## src/rtl/mc_cpu_ctrl.sv

```systemverilog
// mc_cpu_ctrl: multicycle MIPS-subset control FSM; define MC_SINGLE_STEP_EN to add a step input that gates IF
module mc_cpu_ctrl (
  input  logic       clk,
  input  logic       rst,
  input  logic [5:0] op,
  input  logic [5:0] funct,
  input  logic       zf,
`ifdef MC_SINGLE_STEP_EN
  input  logic       step,
`endif
  output logic       pc_write,
  output logic       ir_write,
  output logic       mem_write,
  output logic       reg_write,
  output logic [1:0] pc_src,
  output logic       reg_dst,
  output logic       mem_to_reg,
  output logic       alu_src_a,
  output logic [1:0] alu_src_b,
  output logic [2:0] alu_op,
  output logic [3:0] state,
  output logic       illegal,
  output logic       done
);
  typedef enum logic [3:0] {
    S_IF = 4'd0, S_ID = 4'd1, S_EX_R = 4'd2, S_EX_I = 4'd3, S_MA = 4'd4, S_MRD = 4'd5,
    S_MWR = 4'd6, S_WB_R = 4'd7, S_WB_I = 4'd8, S_WB_L = 4'd9, S_BR = 4'd10, S_JMP = 4'd11
  } state_t;
  state_t cur, nxt, id_nxt;
  logic go, r_ok, id_bad, ill_q;
  logic [2:0] r_alu, i_alu;
`ifdef MC_SINGLE_STEP_EN
  assign go = step;
`else
  assign go = 1'b1;
`endif
  assign state = cur;
  assign illegal = ill_q;
  assign id_bad = (id_nxt == S_IF);
  always_comb begin
    r_ok = 1'b1;
    case (funct)
      6'b100000: r_alu = 3'b100;
      6'b100010: r_alu = 3'b101;
      6'b100100: r_alu = 3'b000;
      6'b100101: r_alu = 3'b001;
      6'b100110: r_alu = 3'b010;
      6'b100111: r_alu = 3'b011;
      6'b101011: r_alu = 3'b110;
      6'b000100: r_alu = 3'b111;
      default: begin
        r_alu = 3'b000;
        r_ok = 1'b0;
      end
    endcase
  end
  always_comb begin
    i_alu = 3'b100;
    id_nxt = S_IF;
    case (op)
      6'b000000: id_nxt = r_ok ? S_EX_R : S_IF;
      6'b001000: id_nxt = S_EX_I;
      6'b001011: begin
        id_nxt = S_EX_I;
        i_alu = 3'b110;
      end
      6'b001100: begin
        id_nxt = S_EX_I;
        i_alu = 3'b000;
      end
      6'b001101: begin
        id_nxt = S_EX_I;
        i_alu = 3'b001;
      end
      6'b001110: begin
        id_nxt = S_EX_I;
        i_alu = 3'b010;
      end
      6'b100011, 6'b101011: id_nxt = S_MA;
      6'b000100, 6'b000101: id_nxt = S_BR;
      6'b000010: id_nxt = S_JMP;
      default: id_nxt = S_IF;
    endcase
  end
  always_comb begin
    nxt = S_IF;
    pc_write = 1'b0;
    ir_write = 1'b0;
    mem_write = 1'b0;
    reg_write = 1'b0;
    pc_src = 2'b00;
    reg_dst = 1'b0;
    mem_to_reg = 1'b0;
    alu_src_a = 1'b0;
    alu_src_b = 2'b00;
    alu_op = 3'b000;
    done = 1'b0;
    if (!rst) begin
      case (cur)
        S_IF: if (go) begin
          ir_write = 1'b1;
          pc_write = 1'b1;
          alu_src_b = 2'b01;
          alu_op = 3'b100;
          nxt = S_ID;
        end
        S_ID: begin
          nxt = id_nxt;
          done = id_bad;
        end
        S_EX_R: begin
          alu_src_a = 1'b1;
          alu_op = r_alu;
          nxt = S_WB_R;
        end
        S_EX_I: begin
          alu_src_a = 1'b1;
          alu_src_b = (op == 6'b001000 || op == 6'b001011) ? 2'b10 : 2'b11;
          alu_op = i_alu;
          nxt = S_WB_I;
        end
        S_MA: begin
          alu_src_a = 1'b1;
          alu_src_b = 2'b10;
          alu_op = 3'b100;
          nxt = op[3] ? S_MWR : S_MRD;
        end
        S_MRD: nxt = S_WB_L;
        S_MWR: begin
          mem_write = 1'b1;
          done = 1'b1;
        end
        S_WB_R: begin
          reg_write = 1'b1;
          reg_dst = 1'b1;
          done = 1'b1;
        end
        S_WB_I: begin
          reg_write = 1'b1;
          done = 1'b1;
        end
        S_WB_L: begin
          reg_write = 1'b1;
          mem_to_reg = 1'b1;
          done = 1'b1;
        end
        S_BR: begin
          alu_src_a = 1'b1;
          alu_op = 3'b101;
          pc_src = 2'b01;
          pc_write = op[0] ? ~zf : zf;
          done = 1'b1;
        end
        S_JMP: begin
          pc_write = 1'b1;
          pc_src = 2'b10;
          done = 1'b1;
        end
        default: nxt = S_IF;
      endcase
    end
  end
  always_ff @(posedge clk) begin
    cur <= rst ? S_IF : nxt;
    ill_q <= rst ? 1'b0 : (ill_q | (cur == S_ID && id_bad));
  end
endmodule

```

## config.mk

```make
export PLATFORM = sky130hd
export DESIGN_NAME = mc_cpu_ctrl
export DESIGN_NICKNAME = d
export VERILOG_FILES = /design/src/rtl/mc_cpu_ctrl.sv
export SDC_FILE = /design/constraint.sdc
export NUM_CORES = 1
export LEC_CHECK = 0
export BUFFER_PORTS_ARGS = -buffer_cell sky130_fd_sc_hd__clkbuf_2
export CORE_MARGIN = 4
export CORE_UTILIZATION = 42
export CTS_CLUSTER_SIZE = 12
export DETAILED_ROUTE_END_ITERATION = 6
export GPL_ROUTABILITY_DRIVEN = 0
export PLACE_DENSITY = 0.71
export SLEW_MARGIN = 20
export SYNTH_ARGS = -nofsm -noshare
export SYNTH_HDL_FRONTEND = slang
export SYNTH_SLANG_ARGS = --single-unit
```

## constraint.sdc

```tcl
create_clock -name clk -period 7.8 [get_ports clk]
set_clock_uncertainty 0.2 [all_clocks]
set_input_delay 2.34 -clock clk [delete_from_list [all_inputs] [get_ports clk]]
set_output_delay 2.34 -clock clk [all_outputs]
set_load 0.01 [all_outputs]
```

==> results_tabular.tex <==
\begin{tabular}{lr}
\hline
Metric & Value \\
\hline
\multicolumn{2}{l}{\textbf{Clock tree}} \\
\quad Post-cts gate resize count & 0 \\
\quad Htree depth & 1 \\
\quad Clock tree from TritonCTS & built \\
\quad Clock Root Buffer & sky130\_fd\_sc\_hd\_\_clkbuf\_4 \\
\quad Post-CTS Setup Inserts & 0 \\
\quad Clk Latency, worst-skew pair & 0.25 ns \\
\quad Number of buffers inserted for hold repair after clock tree synthesis & 0 \\
\quad Clock Tree Buf Depth & 2 \\
\quad Num CTS Buffers & 3 \\
\quad Clock transition time at the flip-flop clock pins of the worst setup and hold paths & 0.04 ns \\
\quad Sinks on Clock Net & 5 \\
\multicolumn{2}{l}{\textbf{STA}} \\
\quad Final setup fails & 0 \\
\quad Max-Slew Margin vs Limit & 0.6411 \\
\quad Worst-margin pin slew & 0.5376 ns \\
\quad Crit share post-route & 0.8346 \\
\quad Setup repair after global routing missed its margin & no \\
\quad Min cycle time layout & 6.510 ns \\
\quad Fmax & 0.1536 GHz \\
\quad Max-slew violation count & 0 \\
\quad Setup TNS & 0 ns \\
\quad Final Hold Vio Count & 0 \\
\multicolumn{2}{l}{\textbf{Floorplan}} \\
\quad Die extent in x & 52.94 um \\
\quad Core area & 1821 sq um \\
\quad Die Outline Area & 2803 sq um \\
\quad DIE HEIGHT & 52.94 um \\
\quad Initial standard-cell utilization of the core & 0.4660 \\
\quad Site Rows & 15 \\
\quad Io pins & 35 \\
\multicolumn{2}{l}{\textbf{Synth}} \\
\quad Flop and latch count out of synthesis & 5 \\
\quad Synthesized netlist net count & 148 \\
\quad Number of unique standard cell types used by synthesis & 41 \\
\quad Most used standard cell by instance count after synthesis & sky130\_fd\_sc\_hd\_\_nor3\_1 \\
\quad Seq/Total Area, Yosys & 0.1180 \\
\quad Summed instance area of the synthesized netlist & 848.3 sq um \\
\quad Post-synth top flop & sky130\_fd\_sc\_hd\_\_dfxtp\_1 \\
\quad Cell type contributing the most total cell area after synthesis & sky130\_fd\_sc\_hd\_\_dfxtp\_1 \\
\quad Ranking of synthesized cells by area & sky130\_fd\_sc\_hd\_\_dfxtp\_1 12\%, sky130\_fd\_sc\_hd\_\_nor3\_1 8.8\%, sky130\_fd\_sc\_hd\_\_nand2\_1 5.8\% \\
\quad Area share of the largest cell type after synthesis & 0.1180 \\
\quad Number of warning messages in the yosys log & 0 \\
\quad Number of enable flip-flop cells after synthesis & 0 \\
\quad Synthesized area divided by synthesized cell count & 6.378 sq um \\
\quad Synthesized instance count & 133 \\
\quad Top cells by count, synth & 15 x sky130\_fd\_sc\_hd\_\_nor3\_1, 13 x sky130\_fd\_sc\_hd\_\_nand2\_1, 11 x sky130\_fd\_sc\_hd\_\_clkbuf\_1 \\
\quad Proportion of synthesized flip-flops having asynchronous set or reset & 0 \\
\multicolumn{2}{l}{\textbf{Global route}} \\
\quad Gr usage total & 0.1823 \\
\quad Global-route wire length before repair & 3946 um \\
\quad Met2 usage in global routing & 0.3140 \\
\quad Sum of overflow across all layers after global routing & 0 \\
\quad Grt met1 use & 0.2319 \\
\quad Number of antenna violations at the first check in global routing & 0 \\
\quad Pin count of the biggest net entering global routing & 19 \\
\quad M3 GR Usage & 0.04507 \\
\quad Number of global-route vias before repair & 892 \\
\quad Most used routing layer & met2 \\
\multicolumn{2}{l}{\textbf{Final layout}} \\
\quad Area growth, synth to finish & 20.06\% \\
\quad Layout cell share with drive strength beyond 1 & 0.2722 \\
\quad Final core utilization & 0.5595 \\
\quad Fillers & 189 \\
\quad Number of diodes added for antenna fixing & 0 \\
\quad Net count reported at finish & 174 \\
\multicolumn{2}{l}{\textbf{Route}} \\
\quad Post-route DRC violation count & 0 \\
\quad Pre-antenna DRT Iters & 4 \\
\quad Average detailed-routed wire length per instance & 13.38 um \\
\quad Number of nets with antenna violations after detailed routing & 0 \\
\quad Vias/cell & 5.995 \\
\quad First DRT Iteration DRCs & 44 \\
\quad Post-Route WL & 2449 um \\
\quad Vias post-DR & 1097 \\
\multicolumn{2}{l}{\textbf{Place}} \\
\quad IO buf count & 34 \\
\quad HPWL after detailed placement & 1866 um \\
\multicolumn{2}{l}{\textbf{Power}} \\
\quad Max rail drop VDD & 0.06468 mV \\
\quad Power per standard cell area & 103.5 nW/um\^{}2 \\
\quad Leak Pwr & 0.0004013 uW \\
\multicolumn{2}{l}{\textbf{Job}} \\
\quad Total of max-cap violations & 0 \\
\multicolumn{2}{l}{\textbf{Worst setup path}} \\
\quad Reg2Reg Depth & 4 \\
\quad Category of the critical setup timing path & in -> out \\
\quad Critical Path Sink Type & output pin \\
\quad CP startpoint kind & input port \\
\quad Data required time of the worst path & 5.26 ns \\
\quad Worst-path fanout max & 12 \\
\quad Data arrival time of the critical path & 3.97 ns \\
\multicolumn{2}{l}{\textbf{Worst hold path}} \\
\quad Number of cells on the worst hold path & 2 \\
\quad Class of the tightest hold or removal check & reg -> reg \\
\multicolumn{2}{l}{\textbf{Outcome}} \\
\quad Run status & completed \\
\hline
\end{tabular}
[metal layers]
metal  vias up  part of all wire  wire length, um
met3         2             0.078              192
met2        48              0.47             1142
met4         0            0.0041               10
li1        546                 -                -
met1       501              0.45             1104
met5         -                 0                0
[final cells by class]
class | instances | area [sq um] | area share
Multi-Input combinational cell | 109 | 668.1 | 0.6560
Inverter | 6 | 22.52 | 0.02211
Tap cell | 25 | 31.28 | 0.03071
Timing Repair Buffer | 34 | 170.2 | 0.1671
Clock buffer | 4 | 26.28 | 0.02580
Sequential cell | 5 | 100.1 | 0.09828
[kinds of logic (layout without fill, tap and decap cells)]
logic type,Yosys count,in the layout,synth area share
adder cells (fa/ha/maj),1,1,0.01180
AND/OR/NAND/NOR,66,66,0.4307
XOR/XNOR,3,3,0.03098
multiplexers,1,1,0.01180
buffers and inverters,19,44,0.09439
AO/OA/AOI/OAI,38,38,0.3024
flip-flops,5,5,0.1180
[where the power goes]
part / total (uW) / switching, uW / internal (uW) / leakage, uW
Clock: 31.1 / 11.7 / 19.4 / 0.0000150
Sequential: 31.9 / 4.33 / 27.5 / 0.0000410
Combinational: 42.5 / 25.3 / 17.2 / 0.000345
[path summary, 6_finish.rpt]
| path | startpoint | to | slack [ns] |
|---|---|---|---|
| worst max-delay path | op[0] | done | 1.29 |
| worst min-delay path | illegal | illegal | 0.27 |
| worst max register to register | state[3] | illegal | 6.00 |
| worst min register to register | illegal | illegal | 0.27 |
[metrics by stage]
stage	hold WS (ns)	instances	power, uW	setup slack [ns]	area (sq um)
floorplan	0.2740	133	60.30	1.671	848.3
global placement	0.2625	179	73.58	1.364	992.2
detailed placement	0.2610	179	74.49	1.309	992.2
CTS	0.2680	183	106.4	1.301	1018
global route	0.3010	183	114.0	1.149	1018
finish	0.2681	183	105.4	1.290	1018
[sequential cells by signal (all words and copies together) (netlist names)]
| signal | flops |
|---|---|
| state | 4 |
| illegal | 1 |
[worst max-delay path: stages]
cell	delay, ns
sky130_fd_sc_hd__clkbuf_2	0.19
sky130_fd_sc_hd__or4_4	0.58
sky130_fd_sc_hd__nor3_1	0.21
sky130_fd_sc_hd__nor4_1	0.07
sky130_fd_sc_hd__o2111ai_1	0.28
sky130_fd_sc_hd__o21ai_0	0.15
sky130_fd_sc_hd__clkbuf_2	0.15
[layout by cell type, fill, tap and decap left out, types with 2 or more instances in the layout]
cell | netlist | final
sky130_fd_sc_hd__a211oi_1 | 4 | 4
sky130_fd_sc_hd__a21boi_0 | 3 | 3
sky130_fd_sc_hd__a21o_1 | 2 | 2
sky130_fd_sc_hd__a21oi_1 | 7 | 7
sky130_fd_sc_hd__a31oi_1 | 2 | 2
sky130_fd_sc_hd__a41oi_1 | 2 | 2
sky130_fd_sc_hd__clkbuf_2 | 0 | 34
sky130_fd_sc_hd__clkbuf_4 | 0 | 3
sky130_fd_sc_hd__dfxtp_1 | 5 | 5
sky130_fd_sc_hd__inv_1 | 6 | 6
sky130_fd_sc_hd__nand2_1 | 13 | 13
sky130_fd_sc_hd__nand2b_1 | 4 | 4
sky130_fd_sc_hd__nand3b_1 | 3 | 3
sky130_fd_sc_hd__nand4_1 | 3 | 3
sky130_fd_sc_hd__nor2_1 | 10 | 10
sky130_fd_sc_hd__nor2b_1 | 3 | 3
sky130_fd_sc_hd__nor3_1 | 15 | 15
sky130_fd_sc_hd__nor4_1 | 4 | 4
sky130_fd_sc_hd__o2111ai_1 | 2 | 2
sky130_fd_sc_hd__o21ai_0 | 9 | 9
sky130_fd_sc_hd__or3_1 | 2 | 2
sky130_fd_sc_hd__or4_1 | 2 | 2
sky130_fd_sc_hd__xnor2_1 | 2 | 2
No activity file was read; power rests on OpenSTA's default activity.
